**src/rtl/l1_hit_buffer_ctrl.sv**
```systemverilog
// l1_hit_buffer_ctrl
// Controller for the 512 x 1 pixel L1 hit buffer SRAM. Owns the circular write
// pointer and derives the L1-delayed read address from a programmable latency.
// On each L1A it issues a read, tags the returned hit, and queues the result
// in a small output FIFO with a valid/ready handshake toward the readout.
//
// Ports
//   clk        40 MHz bunch-crossing clock
//   reset      asynchronous active-low reset
//   enable     run control; low freezes the pointer, blocks writes and reads
//   l1Latency  L1 delay in clocks, latched while enable=0
//   L1A        level-1 accept pulse
//   wren       SRAM write enable (= enable)
//   wrAddr     SRAM write address (registered)
//   rden       SRAM read enable (= L1A & enable)
//   rdAddr     SRAM read address (wrAddr - latReg, mod 512)
//   outHit     SRAM read data, valid one clock after rden
//   evtValid   FIFO head valid
//   evtReady   consumer accepts the head entry
//   evtData    head entry {stale, hit, addr[8:0]}
//   primed     at least latReg cycles of history are held
//   ovfCnt     saturating dropped-event count (L1HIT_OVF_COUNTER_EN only)
//
// Optional feature macro: L1HIT_OVF_COUNTER_EN adds the ovfCnt port and counter.
module l1_hit_buffer_ctrl #(
  parameter int unsigned FIFO_DEPTH = 4,
  parameter int unsigned MIN_LAT    = 2
) (
  input  logic        clk,
  input  logic        reset,
  input  logic        enable,
  input  logic [8:0]  l1Latency,
  input  logic        L1A,
  output logic        wren,
  output logic [8:0]  wrAddr,
  output logic        rden,
  output logic [8:0]  rdAddr,
  input  logic        outHit,
  output logic        evtValid,
  input  logic        evtReady,
  output logic [10:0] evtData,
  output logic        primed
`ifdef L1HIT_OVF_COUNTER_EN
  ,
  output logic [7:0]  ovfCnt
`endif
);

  localparam int unsigned AW = 9;
  localparam int unsigned PW = (FIFO_DEPTH > 1) ? $clog2(FIFO_DEPTH) : 1;
  localparam int unsigned CW = PW + 1;
  localparam logic [AW-1:0] MIN_LAT_A = AW'(MIN_LAT);
  localparam logic [CW-1:0] DEPTH_C   = CW'(FIFO_DEPTH);

  typedef struct packed {
    logic          stale;
    logic          hit;
    logic [AW-1:0] addr;
  } evt_t;

  logic [AW-1:0] latReg;
  logic [AW-1:0] lat_clamp;
  logic [AW-1:0] fillCnt;
  logic [AW-1:0] fill_nxt;

  // Latency register: tracks the clamped programmed value only while stopped.
  assign lat_clamp = (l1Latency < MIN_LAT_A) ? MIN_LAT_A : l1Latency;

  always_ff @(posedge clk or negedge reset) begin
    if (!reset)       latReg <= MIN_LAT_A;
    else if (!enable) latReg <= lat_clamp;
  end

  // Write pointer and history fill level; stopping invalidates history.
  assign fill_nxt = (fillCnt < latReg) ? fillCnt + AW'(1) : fillCnt;

  always_ff @(posedge clk or negedge reset) begin
    if (!reset) begin
      wrAddr  <= '0;
      fillCnt <= '0;
      primed  <= 1'b0;
    end else if (enable) begin
      wrAddr  <= wrAddr + AW'(1);
      fillCnt <= fill_nxt;
      primed  <= (fill_nxt == latReg);
    end else begin
      fillCnt <= '0;
      primed  <= 1'b0;
    end
  end

  assign wren   = enable;
  assign rden   = L1A & enable;
  assign rdAddr = wrAddr - latReg;

  // Read pipeline: holds the tag until the SRAM data returns.
  logic          pipe_vld;
  logic          pipe_stale;
  logic [AW-1:0] pipe_addr;

  always_ff @(posedge clk or negedge reset) begin
    if (!reset) begin
      pipe_vld   <= 1'b0;
      pipe_stale <= 1'b0;
      pipe_addr  <= '0;
    end else begin
      pipe_vld <= rden;
      if (rden) begin
        pipe_stale <= !primed;
        pipe_addr  <= rdAddr;
      end
    end
  end

  evt_t push_entry;
  assign push_entry = '{stale: pipe_stale, hit: outHit & !pipe_stale, addr: pipe_addr};

  // Output event FIFO.
  evt_t          mem [FIFO_DEPTH];
  logic [PW-1:0] wr_ptr;
  logic [PW-1:0] rd_ptr;
  logic [CW-1:0] count;
  logic          full;
  logic          pop;
  logic          push;

  assign full     = (count == DEPTH_C);
  assign evtValid = (count != '0);
  assign evtData  = mem[rd_ptr];
  assign pop      = evtValid & evtReady;
  // A pop in the same cycle frees the slot, so a full FIFO still accepts.
  assign push     = pipe_vld & (!full | pop);

  always_ff @(posedge clk or negedge reset) begin
    if (!reset) begin
      mem    <= '{default: '0};
      wr_ptr <= '0;
      rd_ptr <= '0;
      count  <= '0;
    end else begin
      if (push) begin
        mem[wr_ptr] <= push_entry;
        wr_ptr      <= wr_ptr + PW'(1);
      end
      if (pop) rd_ptr <= rd_ptr + PW'(1);
      case ({push, pop})
        2'b10:   count <= count + CW'(1);
        2'b01:   count <= count - CW'(1);
        default: ;
      endcase
    end
  end

`ifdef L1HIT_OVF_COUNTER_EN
  // Saturating count of entries lost to a full FIFO.
  logic drop;
  assign drop = pipe_vld & full & !pop;

  always_ff @(posedge clk or negedge reset) begin
    if (!reset)                         ovfCnt <= '0;
    else if (drop && ovfCnt != 8'hFF)   ovfCnt <= ovfCnt + 8'd1;
  end
`endif

endmodule

```
**config.mk**
```make
export PLATFORM = sky130hd
export DESIGN_NAME = l1_hit_buffer_ctrl
export DESIGN_NICKNAME = d
export VERILOG_FILES = /design/src/rtl/l1_hit_buffer_ctrl.sv
export SDC_FILE = /design/constraint.sdc
export NUM_CORES = 1
export LEC_CHECK = 0
export BUFFER_PORTS_ARGS = -buffer_cell sky130_fd_sc_hd__buf_2
export CELL_PAD_IN_SITES_DETAIL_PLACEMENT = 1
export CELL_PAD_IN_SITES_GLOBAL_PLACEMENT = 1
export CORE_ASPECT_RATIO = 0.9
export CORE_MARGIN = 4
export CORE_UTILIZATION = 24
export DETAILED_ROUTE_END_ITERATION = 12
export PLACE_DENSITY = 0.5
export SLEW_MARGIN = 20
export SYNTH_ARGS = -nofsm -noshare
export SYNTH_HDL_FRONTEND = slang
export SYNTH_SLANG_ARGS = --single-unit
```
**constraint.sdc**
```tcl
create_clock -name clk -period 4 [get_ports clk]
set_clock_uncertainty 0.15 [all_clocks]
set_input_delay 1 -clock clk [delete_from_list [all_inputs] [get_ports clk]]
set_output_delay 1 -clock clk [all_outputs]
set_load 0.02 [all_outputs]
```
# Word-level counts from Yosys, hierarchy flattened
# Index checks and enable logic that the tools add are counted.
# Widths: inputs -> output; s select.
[classes]
n_addsub = 7
magnitude_cmp = 5
eq_ne = 4
mux = 11
bitwise = 7
reduce_logical = 6
[op_table]
columns = ["cell", "count"]
rows = [
  ["$bwmux 44", 1],
  ["$mux 11", 3],
  ["$mux 9", 3],
  ["$bmux 11 s2", 1],
  ["$demux 11 s2", 1],
  ["$add 9x1->9 const B", 2],
  ["$eq 9x9->1", 1],
  ["$lt 9x2->1 const B", 1],
  ["$lt 9x9->1", 1],
  ["$sub 9x9->9", 1],
  ["$ge 3x3->1 const B", 2],
  ["$not 2->3", 2],
  ["$pmux 3 s2", 1],
  ["$add 2x1->2 const B", 2],
  ["$and 1x1->1", 4],
  ["$add 3x1->3 const B", 1],
  ["$eq 3x3->1 const B", 1],
  ["$logic_not 1->1", 3],
  ["$lt 3x1->1 const B", 1],
  ["$reduce_bool 3->1", 1],
  ["$sub 3x1->3 const B", 1],
  ["$eq 2x1->1 const B", 1],
  ["$eq 2x2->1 const B", 1],
  ["$reduce_bool 2->1", 1],
  ["3 further kinds", 3],
]
[totals]
register_bits = 90
in_bits = 15

# Depth between registers and ports, before layout
# Gate-level depths: netlist (run 1).
[logic_depth]
word_depth = 6
ltp_mapped = 10

# Least setup slack after synthesis (run 1)
# OpenSTA, ideal clock, no wires.
[synth_timing]
path_type = "register -> output"
from = "register wrAddr[0]"
to = "output port rdAddr[6]"
arrival_ps = 2181
t_required_ps = 2850
slack_ps = 669
stages_incl_launch_ff = 10
n_path_buf = 0
path_cell_list = "dfrtp_1 -> inv_1 -> ha_1 -> fa_1 -> nor2b_1 -> o21ai_1 -> a21boi_1 -> o21ai_1 -> nor2b_1 -> xnor2_1"
[synth_between]
elab_chain_len = 1
[synth_rtl]
columns = ["element", "line", "rtl"]
rows = [
  ["start: declaration", "35", "output logic [8:0] wrAddr,"],
  ["start signal: assignment", "83", "wrAddr <= wrAddr + AW'(1);"],
  ["$sub 9x9->9", "94", "assign rdAddr = wrAddr - latReg;"],
  ["end: declaration", "37", "output logic [8:0] rdAddr,"],
]
# No other way between the ends.

# Worst setup path in the final report (run 1)
# Ends and elaborated chain as after synthesis.

==> results of run 1 <==
## per-layer routing
layer	GRT usage [%]	wire length, um	vias to the layer above
li1	-	-	1430
met1	14.1	5190	1577
met2	18.4	5550	46
met3	3.76	442	10
met4	2.51	109	0
met5	0	0	-
## critical path: stages (launching register included)
cell and delay, ns:
dfrtp_1 0.42, inv_1 0.09, ha_1 0.23, fa_1 0.41, nor2b_1 0.13, o21ai_1 0.09, a21boi_1 0.20, o21ai_1 0.11
nor2b_1 0.17, xnor2_2 0.22, buf_2 0.21
## path summary, 6_finish.rpt
kind | start | endpoint
max | wrAddr[0] | rdAddr[6]
min | mem[6] | mem[6]
max reg2reg | latReg[1] | primed
min reg2reg | mem[6] | mem[6]
max in group asynchronous | reset | latReg[1]
min in group asynchronous | reset | mem[36]
## state kept, by name, summed over array words and instances, names as in the netlist
register	flops
count	3
fillCnt	9
latReg	9
mem	44
pipe_addr	9
pipe_stale	1
pipe_vld	1
primed	1
rd_ptr	2
wrAddr	9
wr_ptr	2
## power groups by stage
stage | clock network, mW | logic, mW | registers (mW)
final | 0.789 | 1.55 | 1.57
after detailed placement | 0 | 1.58 | 1.61
after global placement | 0 | 1.54 | 1.58
after global routing | 0.866 | 1.71 | 1.64
after CTS | 0.824 | 1.59 | 1.59
after floorplan | 0 | 1.13 | 1.48
## stage by stage
| step | instance area (sq um) | power [mW] | hold slack [ns] | utilization [%] | instances |
|---|---|---|---|---|---|
| after floorplan | 4640 | 2.61 | 0.295 | - | 380 |
| after global placement | 5140 | 3.12 | 0.308 | 27.5 | 662 |
| after detailed placement | 5140 | 3.19 | 0.329 | 27.5 | 662 |
| after CTS | 5400 | 4.00 | 0.344 | 28.9 | 677 |
| after global routing | 5410 | 4.22 | 0.350 | 28.9 | 677 |
| final | 5410 | 3.91 | 0.337 | 28.9 | 677 |
## cell type report
cell class	count	area, sq um
timing repair buffer	51	268
clock inverter	4	30.0
clock buffer	11	233
inverter	24	90.1
tap	245	307
sequential	90	2250
fill	2091	13300
multi-input combinational	252	2230
## layout by cell type (no fill, tap or decap), drive strengths merged, types with 4 or more instances in the layout
cell type	synthesis	layout
clkbuf	4	11
nor2	9	9
and2	9	9
mux2	54	54
ha	23	23
dfrtp	89	89
xor2	11	11
a21oi	9	9
nor2b	7	7
buf	10	51
nor3	4	4
mux4	11	11
nand3	6	6
clkinv	1	4
inv	23	23
xnor2	26	26
nand2	27	27
o21ai	16	16
nand4	8	8
## cell families (layout without fill, tap and decap cells)
logic type	Yosys count	after routing	share of synthesized area [%]
xor gates and xnor gates	37	37	6.99
muxes	67	67	18.9
and+or+nand+nor	82	82	9.09
DFF	90	90	48.6
buffers and inverters	38	90	3.51
adders and majority gates	25	25	7.07
AOI/OAI and AO/OA	41	41	5.86
## repair_timing
item	CTS	global route
hold buffers	0	0
gates resized for setup	0	2
setup endpoints to repair	0	2
==> results.yml, run 1 <==
power_and_ir_drop:
  pwr-share-clk_pct: 20.2
  ir_worst_vdd_mv: 0.199
  p_per_area_nw_per_um2: 723
  p_sw_mw: 1.51
  p_leak_nw: 2.44
  p_int_mw: 2.40
  seq_power_share_pct: 40.3
  pwr-share-comb_pct: 39.6
  swShare_pct: 38.6
sta:
  drv_slew: 0
  rsz0062_at_grt: "false"
  setup_viol: 0
  tightest_slew_ns: 0.820
  timing_hold_violations_final: 0
  fin_crit_sh_pct: 94.6
  setup_ws_ns: 0.215
  fin_crit_ns: 3.79
  fmaxAchievable_mhz: 264
  relSlewSlack_pct: 45.3
  tns_ns: 0
worst_setup_path:
  critPathRequiredTime_ns: 2.85
  cp_max_fo: 5
  arrival_ns: 2.64
  start_kind: "flip-flop"
  critPathKind: "reg -> out"
  end_kind: "primary output"
  r2r_cells: 9
  reg2reg_setup_slack_ns: 0.97
routing:
  drc: 0
  wire_per_inst_um: 16.7
  dr.pass1.iters: 6
  vias: 3063
  drt_iter0_drc: 95
  vias_per_cell: 4.52
  ant_nets: 0
  drt_wl_total_mm: 11.3
placed_design:
  gp_congestion: 0.734
  pre_cts_ws_ns: 0.487
  dp_hpwl_mm: 8.36
  io_buffers: 47
floorplan:
  core-area_sq_um: 18700
  ioPinCount: 48
  dieArea_sq_um: 21600
  die_y_um: 140
  die_w_um: 155
  num_rows: 47
  initial_core_util_pct: 24.8
clock_tree:
  clkSlewWorstSetupHoldPaths_ns: 0.06
  cts_buffer_depth: 2
  ctsRootBufferMaster: "clkbuf_16"
  cts-htree-levels: 3
  clock_latency_ns: 0.35
  numCtsBuffers: 9
  post_cts_buffers: 0
  cts_sinks: 90
  cts_tree: "done"
layout:
  layout-drive-gt1-share_pct: 24.1
  synthToLayoutAreaGrowth_pct: 16.7
  fin_nets: 468
  n_antenna_cell: 0
yosys:
  synth_area_leaders: "dfrtp_1 48%, mux2_1 7.8%, ha_1 6.2%, mux2_2 5.3%, mux4_2 5.3%"
  synth_edf_count: 0
  synth_top_cell_area_share_pct: 48.0
  synth_area_leader_cell: "dfrtp_1"
  yosysWarningCount: 0
  synth.cells.most_frequent: "89 x dfrtp_1, 32 x mux2_1, 27 x nand2_1"
  avgSynthCellArea_sq_um: 12.2
  synth_flop_cell: "dfrtp_1"
  post-synth-top-count-cell: "dfrtp_1"
  async_flop_share_pct: 100
  synth_seq_area_share_pct: 48.6
  syn_nets: 420
  synthDistinctLibCells: 48
  synth.ff_latch_count: 90
  postSynthCellCount: 380
  syn_area_sq_um: 4640
run_status:
  outcome: "finished, final reports clean"
global_routing:
  overflow: 0
  first_global_vias: 3437
  antenna_found_initial: 0
  grt_max_degree: 63
  grt_pass1_wl_mm: 18.6
  track_usage_pct: 11.1
hold_path:
  hp-class: "reg -> reg"
  min_path_cells: 1
run:
  maxCapViolCount: 0
No activity file was read; power rests on OpenSTA's default activity.
==> run 2, diff against run 1 <==
- CTS_BUF_LIST: not set -> sky130_fd_sc_hd__clkbuf_2 sky130_fd_sc_hd__clkbuf_4 sky130_fd_sc_hd__clkbuf_8
==> results.yml, run 2 (synthesized netlist as in run 1, its figures left out) <==
run_status:
  outcome: "finished, final reports clean"
sta:
  drv_slew: 0
  tns_ns: 0
  setup_ws_ns: 0.219
  fin_crit_ns: 3.78
  tightest_slew_ns: 0.822
  fin_crit_sh_pct: 94.5
  worst_hold_slack_ns: 0.344
  timing_hold_violations_final: 0
  relSlewSlack_pct: 45.2
  rsz0062_at_grt: "false"
  fmaxAchievable_mhz: 264
  setup_viol: 0
placed_design:
  dp_hpwl_mm: 8.36
  postPlaceCellArea_sq_um: 5140
  gp_congestion: 0.734
  pre_cts_ws_ns: 0.487
  io_buffers: 47
layout:
  fin_nets: 468
  layout-drive-gt1-share_pct: 24.8
  layout_commonest_cell: "dfrtp_1"
  final_cell_mix: "88 x dfrtp_1, 46 x buf_2, 32 x mux2_1"
  n_fill_cell: 2099
  largest_reg_flops: 44
  fin_area_sq_um: 5320
  regMostFlops: "mem"
  n_antenna_cell: 0
  synthToLayoutAreaGrowth_pct: 14.7
worst_setup_path:
  reg2reg_setup_slack_ns: 0.97
  slowest_delay_ns: 0.41
  cp_max_fo: 5
  crit_end: "rdAddr[6]"
  critPathKind: "reg -> out"
  arrival_ns: 2.63
  crit_path_start: "wrAddr[0]"
  path_buf_inv: 2
  r2r_cells: 9
  cp_slowest_cell: "dfrtp_2"
  path_depth: 10
  crit_family: "adder cells"
  start_kind: "flip-flop"
  critPathRequiredTime_ns: 2.85
  worstReg2RegEnd: "primed"
  timing.rr.start: "latReg[1]"
  path_cells: "inv_1 -> ha_1 -> fa_1 -> nor2b_1 -> o21ai_1 -> a21boi_1 -> o21ai_1 -> nor2b_1 -> xnor2_2 -> buf_2"
  end_kind: "primary output"
power_and_ir_drop:
  p_total_mw: 3.69
  p_int_mw: 2.22
  pwr-share-comb_pct: 41.9
  p_sw_mw: 1.47
  ir_worst_vdd_mv: 0.166
  seq_power_share_pct: 42.6
  p_leak_nw: 2.40
  pwr-share-clk_pct: 15.5
  swShare_pct: 39.9
  p_per_area_nw_per_um2: 694
routing:
  drc: 0
  wire_per_inst_um: 16.5
  ant_nets: 0
  dr.pass1.iters: 5
  drt_iter0_drc: 132
  vias_per_cell: 4.48
  drt_wl_total_mm: 11.1
  vias: 3035
clock_tree:
  ctsRootBufferMaster: "clkbuf_8"
  post_cts_buffers: 0
  cts_buffer_depth: 2
  clkSlewWorstSetupHoldPaths_ns: 0.09
  cts_sinks: 90
  cts-htree-levels: 3
  cts_hold_buffers: 0
  clock_latency_ns: 0.38
  post_cts_resized: 0
  numCtsBuffers: 9
  cts_tree: "done"
floorplan:
  die_w_um: 155
  die_y_um: 140
  dieArea_sq_um: 21600
  core-area_sq_um: 18700
  ioPinCount: 48
  num_rows: 47
  initial_core_util_pct: 24.8
global_routing:
  track_usage_pct: 10.9
  antenna_found_initial: 0
  overflow: 0
  grt_max_degree: 63
  first_global_vias: 3443
  grt_pass1_wl_mm: 18.5
run:
  maxCapViolCount: 0
hold_path:
  hp-class: "reg -> reg"
==> run 2: cell counts in the layout (fill, tap and decap cells not counted) <==
Identical to the previous run, type by type.
==> run 2: worst min-delay path by stage <==
stage	start	to	slack, ns	depth (start not counted)
final	mem[6]	mem[6]	0.34	1
after CTS	mem[4]	mem[4]	0.35	1
after global placement	mem[42]	mem[42]	0.31	2
after detailed placement	mem[13]	mem[13]	0.33	1
after global routing	mem[13]	mem[13]	0.36	1
after floorplan	mem[20]	mem[20]	0.29	2
==> run 2: stage by stage <==
stage                     utilization, %  cells
final                               28.4    677
after detailed placement            27.5    662
after global placement              27.5    662
after floorplan                        -    380
after global routing                28.4    677
after CTS                           28.4    677
==> run 2: final cells by class <==
type | instances | area (sq um) | share of cell area (%)
timing repair buffer | 51 | 268 | 5.03
clock buffer | 11 | 139 | 2.61
tap | 245 | 307 | 5.76
multi-input combinational | 252 | 2230 | 42.0
clock inverter | 4 | 30.0 | 0.564
sequential | 90 | 2250 | 42.4
inverter | 24 | 90.1 | 1.69
==> run 2: power by group through the flow <==
stage	combinational (mW)	clock [mW]	sequential, mW
CTS	1.59	0.613	1.59
floorplan	1.13	0	1.48
detailed placement	1.58	0	1.61
global route	1.71	0.653	1.64
finish	1.55	0.573	1.57
global placement	1.54	0	1.58
==> run 2: metal layers <==
metal	global-route usage [%]	vias to the layer above	wire, um
met4	2.79	0	114
met1	14.1	1555	5110
li1	-	1424	-
met2	18.3	48	5480
met5	0	-	0
met3	3.01	8	440
